==> src/rtl/ram_loader_pkg.sv <==
// ============================================================================
// ram_loader_pkg : shared widths, length limit and loader state encoding
// Rev 1.0
// ============================================================================
`default_nettype none

package ram_loader_pkg;

    localparam int ADDR_W  = 8;
    localparam int DATA_W  = 4;
    localparam int MAX_LEN = 256;

    typedef enum logic [2:0] {
        ST_IDLE      = 3'd0,
        ST_WAIT_DATA = 3'd1,
        ST_SETUP     = 3'd2,
        ST_STROBE    = 3'd3,
        ST_RECOVER   = 3'd4,
        ST_VERIFY    = 3'd5,
        ST_DONE      = 3'd6
    } state_e;

endpackage

`default_nettype wire

==> src/rtl/ram_loader_cnt.sv <==
// ============================================================================
// ram_loader_cnt : RAM address register (load / wrap increment) and
//                  saturating remaining-nibble counter with last-item flag
// Rev 1.0
// ============================================================================
`default_nettype none

module ram_loader_cnt #(
    parameter int ADDR_W  = ram_loader_pkg::ADDR_W,
    parameter int LEN_MAX = ram_loader_pkg::MAX_LEN
) (
    input  logic              clk,
    input  logic              rst_n,
    input  logic              i_load,
    input  logic              i_step,
    input  logic [ADDR_W-1:0] i_base,
    input  logic [ADDR_W:0]   i_length,
    output logic [ADDR_W-1:0] o_address,
    output logic              o_last
);
    import ram_loader_pkg::*;

    localparam logic [ADDR_W:0] C_LEN_MAX = (ADDR_W + 1)'(LEN_MAX);
    localparam logic [ADDR_W:0] C_ONE     = (ADDR_W + 1)'(1);

    logic [ADDR_W-1:0] address_q, address_d;
    logic [ADDR_W:0]   remaining_q, remaining_d;

    always_comb begin
        address_d   = address_q;
        remaining_d = remaining_q;
        if (i_load) begin
            address_d   = i_base;
            remaining_d = (i_length > C_LEN_MAX) ? C_LEN_MAX : i_length;
        end else if (i_step) begin
            // address wraps naturally at the top of the RAM
            address_d   = address_q + 1'b1;
            remaining_d = (remaining_q == '0) ? '0 : remaining_q - C_ONE;
        end
    end

    always_ff @(posedge clk or negedge rst_n) begin
        if (!rst_n) begin
            address_q   <= '0;
            remaining_q <= '0;
        end else begin
            address_q   <= address_d;
            remaining_q <= remaining_d;
        end
    end

    assign o_address = address_q;
    assign o_last    = (remaining_q == C_ONE);

endmodule

`default_nettype wire

==> src/rtl/ram_loader.sv <==
// ============================================================================
// ram_loader : streams nibbles into consecutive RAM addresses with a
//              registered write strobe; optional read-back via LOADER_VERIFY_EN
// Rev 1.0
// ============================================================================
`default_nettype none

module ram_loader #(
    parameter int ADDR_W = ram_loader_pkg::ADDR_W,
    parameter int DATA_W = ram_loader_pkg::DATA_W
) (
    input  logic              clk,
    input  logic              rst_n,
    input  logic              start,
    input  logic [ADDR_W-1:0] base_addr,
    input  logic [ADDR_W:0]   length,
    input  logic              in_valid,
    input  logic [DATA_W-1:0] in_data,
    output logic              in_ready,
    output logic [ADDR_W-1:0] address,
    output logic              manual_mode,
    output logic [DATA_W-1:0] manual_data,
    output logic              w_enable,
    output logic              r_enable,
    input  logic [DATA_W-1:0] rd_data,
    output logic              busy,
    output logic              done,
    output logic              error
);
    import ram_loader_pkg::*;

    state_e            state_q, state_d;
    logic              busy_q, busy_d;
    logic              manual_mode_q, manual_mode_d;
    logic [DATA_W-1:0] manual_data_q, manual_data_d;
    logic              w_enable_q, w_enable_d;
    logic              r_enable_q, r_enable_d;
    logic              done_q, done_d;
    logic              w_cnt_load, w_cnt_step, w_cnt_last;
    state_e            w_exit_state;

    ram_loader_cnt #(
        .ADDR_W  (ADDR_W),
        .LEN_MAX (1 << ADDR_W)
    ) u_cnt (
        .clk       (clk),
        .rst_n     (rst_n),
        .i_load    (w_cnt_load),
        .i_step    (w_cnt_step),
        .i_base    (base_addr),
        .i_length  (length),
        .o_address (address),
        .o_last    (w_cnt_last)
    );

    assign w_exit_state = w_cnt_last ? ST_DONE : ST_WAIT_DATA;

`ifdef LOADER_VERIFY_EN
    logic error_q, error_d;
`else
    logic unused_rd_data;
    assign unused_rd_data = ^rd_data;
`endif

    always_comb begin
        state_d       = state_q;
        busy_d        = busy_q;
        manual_mode_d = manual_mode_q;
        manual_data_d = manual_data_q;
        w_cnt_load    = 1'b0;
        w_cnt_step    = 1'b0;
`ifdef LOADER_VERIFY_EN
        error_d       = error_q;
`endif
        case (state_q)
            ST_IDLE: begin
                if (start) begin
                    w_cnt_load    = 1'b1;
                    busy_d        = 1'b1;
                    manual_mode_d = 1'b1;
`ifdef LOADER_VERIFY_EN
                    error_d       = 1'b0;
`endif
                    state_d       = (length == '0) ? ST_DONE : ST_WAIT_DATA;
                end
            end
            ST_WAIT_DATA: begin
                if (in_valid) begin
                    manual_data_d = in_data;
                    state_d       = ST_SETUP;
                end
            end
            ST_SETUP:  state_d = ST_STROBE;
            ST_STROBE: state_d = ST_RECOVER;
            ST_RECOVER: begin
`ifdef LOADER_VERIFY_EN
                state_d = ST_VERIFY;
`else
                w_cnt_step = 1'b1;
                state_d    = w_exit_state;
`endif
            end
`ifdef LOADER_VERIFY_EN
            ST_VERIFY: begin
                // read-back mismatch is sticky; the run carries on regardless
                if (rd_data != manual_data_q) begin
                    error_d = 1'b1;
                end
                w_cnt_step = 1'b1;
                state_d    = w_exit_state;
            end
`endif
            ST_DONE: begin
                busy_d        = 1'b0;
                manual_mode_d = 1'b0;
                state_d       = ST_IDLE;
            end
            default: state_d = ST_IDLE;
        endcase
    end

    // strobes are decoded from the next state so they leave a flop cleanly
    assign w_enable_d = (state_d == ST_STROBE);
    assign r_enable_d = (state_d == ST_VERIFY);
    assign done_d     = (state_d == ST_DONE);

    always_ff @(posedge clk or negedge rst_n) begin
        if (!rst_n) begin
            state_q       <= ST_IDLE;
            busy_q        <= 1'b0;
            manual_mode_q <= 1'b0;
            manual_data_q <= '0;
            w_enable_q    <= 1'b0;
            r_enable_q    <= 1'b0;
            done_q        <= 1'b0;
        end else begin
            state_q       <= state_d;
            busy_q        <= busy_d;
            manual_mode_q <= manual_mode_d;
            manual_data_q <= manual_data_d;
            w_enable_q    <= w_enable_d;
            r_enable_q    <= r_enable_d;
            done_q        <= done_d;
        end
    end

`ifdef LOADER_VERIFY_EN
    always_ff @(posedge clk or negedge rst_n) begin
        if (!rst_n) begin
            error_q <= 1'b0;
        end else begin
            error_q <= error_d;
        end
    end
    assign error = error_q;
`else
    assign error = 1'b0;
`endif

    assign in_ready    = (state_q == ST_WAIT_DATA);
    assign busy        = busy_q;
    assign manual_mode = manual_mode_q;
    assign manual_data = manual_data_q;
    assign w_enable    = w_enable_q;
    assign r_enable    = r_enable_q;
    assign done        = done_q;

endmodule

`default_nettype wire
==> config.mk <==
export PLATFORM = sky130hd
export DESIGN_NAME = ram_loader
export DESIGN_NICKNAME = d
export VERILOG_FILES = /design/src/rtl/ram_loader_pkg.sv /design/src/rtl/ram_loader_cnt.sv /design/src/rtl/ram_loader.sv
export SDC_FILE = /design/constraint.sdc
export NUM_CORES = 1
export LEC_CHECK = 0
export ABC_AREA = 1
export CAP_MARGIN = 20
export CORE_MARGIN = 2
export CORE_UTILIZATION = 52
export DETAILED_ROUTE_END_ITERATION = 8
export PLACE_DENSITY = 0.91
export SKIP_LAST_GASP = 1
export SYNTH_ARGS = -nofsm -noshare
export SYNTH_HDL_FRONTEND = slang
export SYNTH_SLANG_ARGS = --single-unit
==> constraint.sdc <==
create_clock -name clk -period 2.3 [get_ports clk]
set_clock_uncertainty 0.1 [all_clocks]
set_input_delay 0.575 -clock clk [delete_from_list [all_inputs] [get_ports clk]]
set_output_delay 0.575 -clock clk [all_outputs]
set_load 0.005 [all_outputs]
-- After elaboration in Yosys (flattened, before gate mapping)
Cells that the tools add are included.
- register bits: 28
- latch bits: 0
- RAM bits: 0
- bits in read-only memories: 0
- bits of input ports: 29
- output and inout bits: 19
- logic and storage cells: 44
- memories kept: 0
- add/subtract/negate cells: 2
- $mul: 0
- divide/modulo/power cells: 0
- $lt $le $gt $ge: 1
- equality and inequality tests: 10
- shift-type cells: 0
- muxes and demuxes: 16
- bitwise operators: 0
- reductions and logical operators: 7
- operators with widths (operator ; number):
    9-bit 2-to-1 mux ; 4
    9-bit zero test ; 2
    8-bit 2-to-1 mux ; 2
    3-bit case mux with 5 select lines ; 1
    3-bit equality test (second input constant) ; 4
    3-bit 2-to-1 mux ; 4
    3-bit by 2-bit equality test with 1-bit output (second input constant) ; 3
    9-bit by 1-bit equality test with 1-bit output (second input constant) ; 1
    9-bit greater-than comparator (second input constant) ; 1
    9-bit by 1-bit subtractor with 9-bit output (second input constant) ; 1
    8-bit by 1-bit adder with 8-bit output (second input constant) ; 1
    1-bit 2-to-1 mux ; 4
    2-bit AND reduction ; 2
    2-bit nonzero test ; 2
    3-bit by 1-bit equality test with 1-bit output (second input constant) ; 1
    3-bit zero test ; 1
    2-bit inequality test (second input constant) ; 1
    1-bit case mux with 2 select lines ; 1

-- Logic depth before layout (Yosys ltp)
- depth after elaboration: 5
- gate-level depth with buffers: 10
- gate-level depth less buffers: 10

-- Modules after synthesis
A second synthesis with hierarchy kept.
- cell total of the unflattened synthesis: 266
- area, all modules: 1783.0 µm²
- modules (own cells, without submodules) (module ; times used ; cells an instance ; area an instance (µm²) ; seq. area each (µm²)):
    ram_loader_cnt ; 1 ; 196 ; 1242.4 ; 425.4
    ram_loader ; 1 ; 70 ; 540.5 ; 275.3

-- Worst setup path before layout
Ideal clock, no wire load.
- path kind: register -> register
- from: register u_cnt.remaining_q[0]
- to: register u_cnt.remaining_q[8]
- setup time: 116 ps
- data arrival time: 1252 ps
- data required time: 2084 ps
- slack: 831 ps
- stages on the path, launching flop included: 10
- path buffers: 0
- clock period less this slack: 1469 ps
- cells stage by stage: dfrtp_1 > inv_1 > ha_1 > nand2_1 > nor2_1 > nand3_1 > nand3_1 > nand2_1 > nand2_1 > nand2_1
- cells in the longest elaborated chain, start to end: 4
- elaborated cells between the ends (all ways): 5
- those cells by class: add/sub (1); mux (3); reduce/logical (1)
- ends and longest elaborated chain (what ; RTL line ; text):
    from (decl) ; ram_loader_cnt.sv:27 ; logic [ADDR_W:0] remaining_q, remaining_d;
    from (signal assigned) ; ram_loader_cnt.sv:48 ; remaining_q <= remaining_d;
    9-bit by 1-bit subtractor with 9-bit output / 9-bit zero test (equally long branches) ; ram_loader_cnt.sv:38 ; remaining_d = (remaining_q == '0) ? '0 : remaining_q - C_ONE;
    9-bit 2-to-1 mux (*) ; ram_loader_cnt.sv:38 ;
    9-bit 2-to-1 mux (*) ; ram_loader_cnt.sv:35 ; end else if (i_step) begin
    9-bit 2-to-1 mux (*) ; ram_loader_cnt.sv:32 ; if (i_load) begin
Mark *: on every way between the ends. The rest lies on a longest branch, timed or not. The select of a mux whose other input is x is not followed.
A chain may end at the register's enable or synchronous reset.

-- Final worst setup path
- from: register state_q[2]
- to: output in_ready
- cells in the longest elaborated chain, start to end: 1
- ends and longest elaborated chain (what ; RTL line ; text):
    from (decl) ; ram_loader.sv:32 ; state_e state_q, state_d;
    from (signal assigned) ; ram_loader.sv:137 ; state_q <= state_d;
    3-bit by 1-bit equality test with 1-bit output ; ram_loader.sv:160 ; assign in_ready = (state_q == ST_WAIT_DATA);
    to (decl) ; ram_loader.sv:19 ; output logic in_ready,
No other way between the ends.

==> impl_metrics.tcl <==
set metrics [dict create \
    startpoint "state_q[2]" \
    cts_tree "yes" \
    ys_types 29 \
    first_pass_grt_wire_length_um 7050 \
    final_common_cell "nand2_1" \
    antenna_violations_before_repair 0 \
    cts.root.buffer_cell "clkbuf_4" \
    route.detailed.drc 0 \
    postLayoutCoreUtil_pct 69.4 \
    synth.yosys.seq_area_share_pct 38.9 \
    core_region_area_um2 3340 \
    total_area_of_multi_input_combinational_cells_um2 938 \
    worstPathMaxFanout 4 \
    flow.area_growth_from_synthesis_pct 28.6 \
    dp_cells 327 \
    synthCells 241 \
    grt_remaining_overflow 0 \
    floorplan.initialDensity_pct 54.0 \
    hold_class "flop to flop" \
    synth_top_area_cell "dfrtp_1" \
    result_of_the_run "completed" \
    power.static_leakage_uw 0.00114 \
    worstSetupStartpointType "flop" \
    layout.nets 320 \
    min_from "manual_data[1]" \
    vias 1692 \
    post_synth_main_area_contributors "dfrtp_1 (39%), nand2_1 (14%), nor2_1 (7.5%), inv_1 (5.2%), nand3_1 (5.0%)" \
    detailed_place_hpwl_um 3130 \
    routed_wire_length_per_instance_um 12.1 \
    critical_path_arrival_ns 1.54 \
    timing.final.max_slew_violations 0 \
    die_width_um 62.8 \
    finalNonFillerCells 332 \
    layout.area.seq_um2 701 \
    layout.filler_cells 280 \
    layout_min_cycle_time_ns 2.21 \
    route.antenna.remaining_nets 0 \
    maxCapViolations 0 \
    timing.final.setup_violations 0 \
    worst_setup_path_end_kind "primary output" \
    grt_max_degree 29 \
    routed_wl_um 4030 \
    grtUsageTotal_pct 21.8 \
    die_area_um2 3950 \
    placed_cell_area_um2 2250 \
    postSynthAreaPerCell_um2 7.47 \
    drive_above_1_share_pct 9.79 \
    first_iter_violations 86 \
    vias_per_cell 5.10 \
    placement.io_buffers 42 \
    final_cell_area_um2 2320 \
    cts_inserted_buffers 3 \
    diodes 0 \
    yosys.area.top_type_share_pct 38.9 \
    globalplace.congestion 0.848 \
    area_of_the_mapped_netlist_um2 1800 \
    ys_ff_latch 28 \
    vert_die_dim_um 62.8 \
    timing.fmax_ghz 0.451 \
    power.density_nw_per_um2 1190 \
    io-pin-count 48 \
    cp.required_ns 1.62 \
    worstSkewPairLatency_ns 0.32 \
    crit_type "flop to primary output" \
    via_count_of_the_first_global_routing_pass 1653 \
    tns_ns 0 \
    clk_buf_depth 2 \
    fp-row-count 21 \
    whs_ns 0.410 \
    cts.clk_slew.worst_paths_ns 0.16 \
    r2r_start "u_cnt.remaining_q[0]" \
    dr.pass1.iters 4 \
    maximum_level_of_the_cts_h_tree 1 \
    yosys_warnings 0 \
    cts_num_sinks 28 \
    final_min_period_over_clock_period_pct 96.3 \
    irDropWorstVdd_mv 0.524 \
    commonest_cells_after_routing_fill_and_taps_aside "nand2_1 (66), clkdlybuf4s50_1 (42), nor2_1 (36)" \
    hold_viol_final 0 \
]
## layer usage
metal / vias up / GRT usage [%] / share of wire, %
met5: - / 0 / 0
met4: 0 / 7.78 / 1.9
met3: 8 / 3.96 / 6.4
met2: 68 / 36.8 / 49
met1: 767 / 27.9 / 43
li1: 849 / - / -
## cell usage after synthesis, drive strengths merged
cell type / number
buf: 6
inv: 31
nand3: 19
o21ai: 14
a21oi: 7
a21boi: 5
o21bai: 2
xnor2: 2
conb: 1
o311ai: 1
nor2: 38
or2: 1
dfrtp: 28
nand2: 68
nor3: 1
mux2: 4
ha: 4
xor2: 4
nand4: 5
## cells by family (layout without fill, tap and decap cells)
group	count (synthesis)	in the layout	synth area share (%)
compound gates	29	29	10.9
xor+xnor	6	6	2.92
fa+ha+maj	4	4	2.78
buf+inv	37	81	9.45
flops	28	28	38.9
mux	4	4	2.50
other cells	1	2	0.208
simple gates	132	132	32.3
## state kept, by name, summed over array words and instances (netlist names)
register           flops
u_cnt.o_address        8
r_enable               1
u_cnt.remaining_q      9
manual_data            4
w_enable               1
state_q                3
done                   1
manual_mode            1
## timing repair
item,4_1_cts,5_1_grt
gates resized for setup,0,1
endpoints found under the setup margin,0,1
buffers inserted,0,1
hold buffers,0,0
## worst paths after layout
check	endpoint	slack, ns	cells after the start
max	in_ready	0.09	4
min	manual_data[1]	0.41	1
max reg2reg	u_cnt.remaining_q[8]	0.59	9
min reg2reg	manual_data[1]	0.41	1
max in group asynchronous	r_enable	1.33	2
min in group asynchronous	u_cnt.o_address[2]	0.51	2
## where the power goes
group          internal (uW)  leakage, uW  switching, uW
sequential               711     0.000334            216
combinational            706     0.000775            800
clock                    176    0.0000279            150
total                   1590      0.00114           1170
## cell type report
class	count	area share, %
clock buffers	3	0.972
clock inverters	1	1.30
inverters	31	5.02
multi-input cells	177	40.5
flip-flops and latches	28	30.3
well taps	46	2.49
repair buffers	46	19.4
## per-stage QoR
stage          power (uW)  setup WS [ns]
6_report             2760         0.0851
5_1_grt              3030       -0.00376
4_1_cts              2750         0.0614
3_5_place_dp         2420          0.187
3_3_place_gp         2350          0.222
2_1_floorplan        1920          0.831
## worst max-delay path, stage by stage, from the launching register on
cell and delay [ns]:
dfrtp_1 0.45, inv_2 0.12, nand3_2 0.09, inv_2 0.07
clkdlybuf4s50_1 0.49
(Power assumes the default switching activity.)
